`src/rtl/l2_port_arbiter.sv`:
```
// Shares the single L1-side L2 port between the I-cache (read-only) and the D-cache.
// The grant is held until L2 completes, requesters alternate on conflict, and the statistics counters saturate.
module l2_port_arbiter #(
    parameter int CNT_W = 32
) (
    input  logic               clk,
    input  logic               reset,
    input  logic               I_read,
    input  logic [27:0]        I_addr,
    output logic [127:0]       I_rdata,
    output logic               I_ready,
    input  logic               D_read,
    input  logic               D_write,
    input  logic [27:0]        D_addr,
    input  logic [127:0]       D_wdata,
    output logic [127:0]       D_rdata,
    output logic               D_ready,
    output logic               L2_read,
    output logic               L2_write,
    output logic [27:0]        L2_addr,
    output logic [127:0]       L2_wdata,
    input  logic [127:0]       L2_rdata,
    input  logic               L2_ready,
    output logic [CNT_W-1:0]   I_grants,
    output logic [CNT_W-1:0]   D_grants,
    output logic [CNT_W-1:0]   conflict_cycles
);

    typedef enum logic [1:0] {IDLE, GNT_I, GNT_D} state_t;

    state_t state_reg, state_next;
    logic   last_d_reg, last_d_next;    // 1 = D was served last
    logic   req_i, req_d;

    assign req_i = I_read;
    assign req_d = D_read | D_write;

    always_ff @(posedge clk) begin
        if (!reset) begin
            state_reg  <= IDLE;
            last_d_reg <= 1'b1;
        end else begin
            state_reg  <= state_next;
            last_d_reg <= last_d_next;
        end
    end

    always_comb begin
        state_next  = state_reg;
        last_d_next = last_d_reg;
        L2_read     = 1'b0;
        L2_write    = 1'b0;
        L2_addr     = '0;
        L2_wdata    = '0;
        I_ready     = 1'b0;
        I_rdata     = '0;
        D_ready     = 1'b0;
        D_rdata     = '0;
        case (state_reg)
            IDLE: begin
                if (req_i && (!req_d || last_d_reg))
                    state_next = GNT_I;
                else if (req_d)
                    state_next = GNT_D;
            end
            GNT_I: begin
                L2_read = I_read;
                L2_addr = I_addr;
                // A dropped request still waits for L2_ready, then releases silently
                if (L2_ready) begin
                    I_ready     = req_i;
                    I_rdata     = req_i ? L2_rdata : '0;
                    last_d_next = 1'b0;
                    state_next  = req_d ? GNT_D : IDLE;
                end
            end
            GNT_D: begin
                L2_read  = D_read;
                L2_write = D_write;
                L2_addr  = D_addr;
                L2_wdata = D_wdata;
                if (L2_ready) begin
                    D_ready     = req_d;
                    D_rdata     = req_d ? L2_rdata : '0;
                    last_d_next = 1'b1;
                    state_next  = req_i ? GNT_I : IDLE;
                end
            end
            default: state_next = IDLE;
        endcase
    end

    // Counter 0: I grants, 1: D grants, 2: conflict cycles
    logic [2:0]       cnt_inc;
    logic [CNT_W-1:0] cnt_reg [3];

    assign cnt_inc[0] = I_ready;
    assign cnt_inc[1] = D_ready;
    assign cnt_inc[2] = ((state_reg == GNT_I) && req_d) || ((state_reg == GNT_D) && req_i);

    generate
        for (genvar gi = 0; gi < 3; gi++) begin : g_cnt
            always_ff @(posedge clk) begin
                if (!reset)
                    cnt_reg[gi] <= '0;
                else if (cnt_inc[gi] && (cnt_reg[gi] != {CNT_W{1'b1}}))
                    cnt_reg[gi] <= cnt_reg[gi] + 1'b1;
            end
        end
    endgenerate

    assign I_grants        = cnt_reg[0];
    assign D_grants        = cnt_reg[1];
    assign conflict_cycles = cnt_reg[2];

endmodule

```
`config.mk`:
```
export PLATFORM = sky130hd
export DESIGN_NAME = l2_port_arbiter
export DESIGN_NICKNAME = d
export VERILOG_FILES = /design/src/rtl/l2_port_arbiter.sv
export SDC_FILE = /design/constraint.sdc
export NUM_CORES = 1
export LEC_CHECK = 0
export BUFFER_PORTS_ARGS = -buffer_cell sky130_fd_sc_hd__buf_2
export CAP_MARGIN = 20
export CORE_AREA = 3 3 323 325
export CTS_CLUSTER_DIAMETER = 200
export DETAILED_ROUTE_END_ITERATION = 10
export DIE_AREA = 0 0 326 328
export MAX_ROUTING_LAYER = met4
export SETUP_SLACK_MARGIN = 0.5
export SLEW_MARGIN = 15
export SYNTH_ARGS = -nofsm -noshare
export SYNTH_HDL_FRONTEND = slang
export SYNTH_SLANG_ARGS = --single-unit
```
`constraint.sdc`:
```
create_clock -name clk -period 2.97 [get_ports clk]
set_input_delay 0.891 -clock clk [delete_from_list [all_inputs] [get_ports clk]]
set_output_delay 0.891 -clock clk [all_outputs]
set_load 0.01 [all_outputs]
```
# Yosys cells after proc, flatten, opt, wreduce, memory -nomap -nowiden
# Memory sizes are Yosys's and may differ from the RTL's.
# Index checks and enable logic that the tools add are counted.
[classes]
n_reduce_logical = 13
eq_ne = 8
muxes = 37
add_sub_neg = 3
n_bitwise = 4
[op_table]
columns = ["op", "count"]
rows = [
  ["2-to-1 mux 128 bit", 7],
  ["adder 32 x 1 -> 32 bit, second input constant", 3],
  ["2-to-1 mux 32 bit", 3],
  ["inequality test 32 bit, second input constant", 3],
  ["case mux 28 bit (2 select lines)", 1],
  ["2-to-1 mux 1 bit", 18],
  ["2-to-1 mux 2 bit", 5],
  ["logical AND 1 bit", 6],
  ["case mux 2 bit (3 select lines)", 1],
  ["AND reduction 3 bit", 2],
  ["inequality test 2 bit, second input constant", 2],
  ["OR 1 bit", 4],
  ["case mux 1 bit (2 select lines)", 2],
  ["inequality test 3 bit, second input constant", 1],
  ["== test 2 x 1 -> 1 bit, second input constant", 1],
  ["== test 2 bit, second input constant", 1],
  ["logical NOT 2 bit", 1],
  ["logical OR 1 bit", 2],
  ["nonzero test 2 bit", 1],
  ["logical NOT 1 bit", 1],
]
[word_totals]
input_bits = 318
ram_bits = 96
regBits = 3
memories = 1
wordCells = 68
[memory_table]
columns = ["name", "depth", "width", "rd", "rd_ports_with_merged_regs", "wr", "line", "rtl"]
rows = [
  ["cnt_reg", 3, 32, 3, 0, 3, "95", "logic [CNT_W-1:0] cnt_reg [3];"],
]

# Longest topological paths before layout
[depth]
ltp_word = 8
depth_mapped = 8
depth_no_buf = 6

# Worst setup path after synthesis
# OpenSTA, ideal clock, no wires.
[synth_path]
kind = "input to output"
startpoint = "input L2_ready"
endpoint = "output I_rdata[100]"
path_stages = 5
t_arrival_ns = 1.882
setup_slack_ns = 0.197
required_ns = 2.079
path_buffers = 3
path_cell_list = "and3_1 > clkbuf_1 > clkbuf_1 > clkbuf_1 > and2_1"
[synth_via]
elab_chain_cells = 2
[synth_rtl]
columns = ["element", "line", "rtl"]
rows = [
  ["start: declaration", "23", "input logic L2_ready,"],
  ["2-to-1 mux 128 bit", "70", "if (L2_ready) begin"],
  ["2-to-1 mux 128 bit", "59", "case (state_reg)"],
  ["end: declaration", "10", "output logic [127:0] I_rdata,"],
]
# No other way between the ends.

# Worst setup path in the final report
[layout_path]
startpoint = "input L2_ready"
endpoint = "output I_rdata[11]"
# Same word-level chain as after synthesis.

==> impl_results.rst <==
.. list-table::
   :header-rows: 1

   * - Metric
     - Value
   * - Most frequently used flop master after synthesis
     - sky130_fd_sc_hd__edfxtp_1
   * - Synthesized area divided by synthesized cell count
     - 8.40 um2
   * - Worst slack, placed
     - -0.0643 ns
   * - Final Max Slew Viols
     - 0
   * - Source-to-sink clock delay at the later pin of the worst-skew pair
     - 0.40 ns
   * - Count of standard-cell rows
     - 117
   * - Maxcap violations
     - 0
   * - Clock-pin slew of the registers on the worst-case setup and hold paths
     - 0.09 ns
   * - Transition at the pin with the smallest max-transition slack
     - 0.692 ns
   * - Overall via count from detail_route
     - 11,600
   * - Critical path data required time
     - 2.08 ns
   * - Cell mode on critical path
     - sky130_fd_sc_hd__buf_12
   * - GRT Residual Overflow
     - 0
   * - Clock sink total
     - 99
   * - Die Area
     - 107,000 um2
   * - Layout-stage area growth over the synthesis result
     - 105%
   * - Final worst hold slack
     - 0.483 ns
   * - Worst supply voltage drop on vdd
     - 0.000209 V
   * - Share of synthesized flip-flops with an asynchronous set or reset
     - 0%
   * - Starting density of the core
     - 8.39%
   * - Util after Layout
     - 17.2%
   * - Core region area
     - 102,000 um2
   * - Final setup viols
     - 0
   * - First-pass GRT wire length
     - 107,000 um
   * - Filler cell count in the final layout
     - 11,400
   * - Number of DRC markers in iteration 0
     - 779
   * - Flip-flop and latch count after synthesis
     - 99
   * - PD cells
     - 370 nW/um2
   * - GRT Total Usage
     - 15.6%
   * - Final non-filler cell area
     - 17,500 um2
   * - Critical-path maximum fanout
     - 8
   * - Master of the slowest instance on the critical path
     - sky130_fd_sc_hd__and3_4
   * - Maximum level of the CTS H-tree
     - 3
   * - Setup ws final
     - 0.116 ns
   * - Number of global-route vias before repair
     - 10,400
   * - Number of synthesis warnings
     - 0
   * - Detailed-route wire length per cell
     - 27.1 um
   * - Final weighted congestion of routability-driven global placement
     - 0.955
   * - Critical Path Source Type
     - input port
   * - Netlist Area Pre-Place
     - 8540 um2
   * - Leakage dissipation
     - 8.07 nW
   * - Clock tree from TritonCTS
     - built
   * - Die extent in y
     - 328 um
   * - Post-layout net count
     - 2,195
   * - Unrepaired setup endpoints after global routing
     - true
   * - Number of nets in the synthesized netlist
     - 1,341
   * - Vias per std cell
     - 3.51
   * - Slowest Stage Delay on Critical Path
     - 0.19 ns
   * - Clock skew after layout
     - 0.0211 ns
   * - Maximum number of pins on one net before global-route repair
     - 52
   * - Final worst-path cycle share
     - 96.1%
   * - Clk root buf
     - sky130_fd_sc_hd__clkbuf_16
   * - Number of buffers added on ports
     - 829
   * - Cts-stage hold buffer count
     - 0
   * - DRT Pass-1 Iters
     - 5
   * - Kind of end point of the critical path
     - primary output
   * - Number of failing hold endpoints at the final stage
     - 0
   * - Count of buffering cells on the critical path with inverters included
     - 5
   * - Number of antenna violations at the first check in global routing
     - 107
   * - Max_slew headroom
     - 53.8%
   * - Cell count after synthesis
     - 1,016
   * - Total Power
     - 6.47 mW
   * - Instance area after placement
     - 14,900 um2
   * - Die span in x
     - 326 um
   * - Delay-heaviest family, CP
     - buffers and inverters
   * - Final setup TNS
     - 0 ns
   * - Remaining number of nets flagged by the antenna check after routing
     - 0
   * - Cells after DPL
     - 3,176
   * - Post-synth EDFFs
     - 96
   * - Peak Freq
     - 0.350 GHz
   * - Arrival time of data at the critical path endpoint
     - 1.96 ns
   * - Class of the most critical hold timing path
     - reg2reg
   * - Count of placed standard cells in the final layout, fillers left out
     - 3,315
   * - Max clock buf depth
     - 2
   * - Outcome
     - complete, no violations
   * - Multi-input combinational cell area
     - 5810 um2
   * - Time the final worst path needs with I/O delays and setup
     - 2.85 ns
   * - Flip-flop count of the largest register after layout
     - 96
   * - Chain of cells forming the critical path
     - buf_6, and3_4, buf_12, buf_12, clkbuf_16, and2_1, buf_2
   * - Worst setup path category
     - in2out
   * - IO Count
     - 830
   * - Fraction of final layout cells sized beyond drive strength 1
     - 60.7%
   * - Sequential cell area in the final layout
     - 2950 um2
   * - Remaining design rule violation count
     - 0
   * - Final wirelength
     - 89,800 um
   * - Sequential element share of the synthesized area
     - 34.5%
   * - HPWL Detailed
     - 76,100 um
   * - Number of buffers added by the clock tree synthesis step
     - 9
   * - Number of distinct standard cells referenced by the synthesized netlist
     - 44
==> repair_timing <==
| item | 4_1_cts | 5_1_grt |
|---|---|---|
| gates cloned | 5 | 21 |
| setup endpoints to repair | 443 | 437 |
| gates resized for setup | 48 | 281 |
| setup buffers | 15 | 10 |
| pin swaps | 3 | 31 |
==> metal layers <==
metal | GRT usage, % | wire (um)
met3 | 9.77 | 13400
met1 | 15.7 | 31500
met4 | 5.00 | 3920
met2 | 24.7 | 41100
met5 | - | 0
==> power breakdown <==
group | switching (mW) | total [mW] | leakage [nW] | internal (mW)
logic | 1.80 | 3.27 | 6.89 | 1.47
registers | 0.179 | 1.87 | 1.03 | 1.69
clock network | 0.659 | 1.33 | 0.149 | 0.672
total | 2.63 | 6.47 | 8.07 | 3.83
==> cell families (layout without fill, tap and decap cells) <==
kind of cell	Yosys count	in the layout	share of synthesized area (%)
simple gates	695	695	47.7
flops	99	99	34.5
xor+xnor	87	87	8.93
buf+inv	82	940	4.15
compound gates	45	45	3.65
fa+ha+maj	7	7	1.03
mux	1	1	0.117
other cells	0	73	0
==> synth_stat cells (all sizes together) (3+ instances only) <==
master,n,area (um2)
a21oi,5,25.0
xor2,61,534
clkbuf,58,218
a22oi,29,218
buf,11,87.6
edfxtp,96,2880
and3,16,101
nor4,10,126
nand4,42,284
and2,388,2430
and4,6,52.6
or3,5,31.3
nand2,38,145
nor2,110,418
inv,13,48.8
ha,7,87.6
nor2b,31,194
dfxtp,3,60.1
nor3,5,35.0
o21ai,8,40.0
xnor2,26,228
nand3,39,213
==> tightest hold or removal path: stages (launching register included) <==
cell	delay, ns
sky130_fd_sc_hd__dfxtp_1	0.32
sky130_fd_sc_hd__nand2_1	0.05
sky130_fd_sc_hd__nand3_1	0.06
==> final timing paths <==
path,startpoint,to,slack [ns],depth (start not counted)
max,L2_ready,I_rdata[11],0.12,7
min,last_d_reg,last_d_reg,0.48,2
max reg2reg,cnt_reg[0][18],cnt_reg[0][9],0.66,6
min reg2reg,last_d_reg,last_d_reg,0.48,2
==> layout by cell type, fill, tap and decap left out, types with 33 or more instances in the layout <==
| master | count |
|---|---|
| sky130_fd_sc_hd__and2_1 | 232 |
| sky130_fd_sc_hd__and2_4 | 151 |
| sky130_fd_sc_hd__buf_12 | 36 |
| sky130_fd_sc_hd__buf_2 | 663 |
| sky130_fd_sc_hd__buf_4 | 49 |
| sky130_fd_sc_hd__buf_6 | 91 |
| sky130_fd_sc_hd__clkbuf_4 | 44 |
| sky130_fd_sc_hd__diode_2 | 73 |
| sky130_fd_sc_hd__edfxtp_1 | 96 |
| sky130_fd_sc_hd__nand2_1 | 33 |
| sky130_fd_sc_hd__nand3_1 | 37 |
| sky130_fd_sc_hd__nand4_1 | 40 |
| sky130_fd_sc_hd__nor2_1 | 106 |
| sky130_fd_sc_hd__xor2_1 | 61 |
==> final cells by class <==
cell class	count	share of cell area, %
Clock inverter	6	0.487
Tap cell	1368	9.80
Sequential cell	99	16.9
Multi-Input combinational cell	835	33.3
Clock buffer	9	1.29
Timing Repair Buffer	912	37.0
Antenna cell	73	1.05
Inverter	13	0.294
Power figures use the tool's default switching activity.
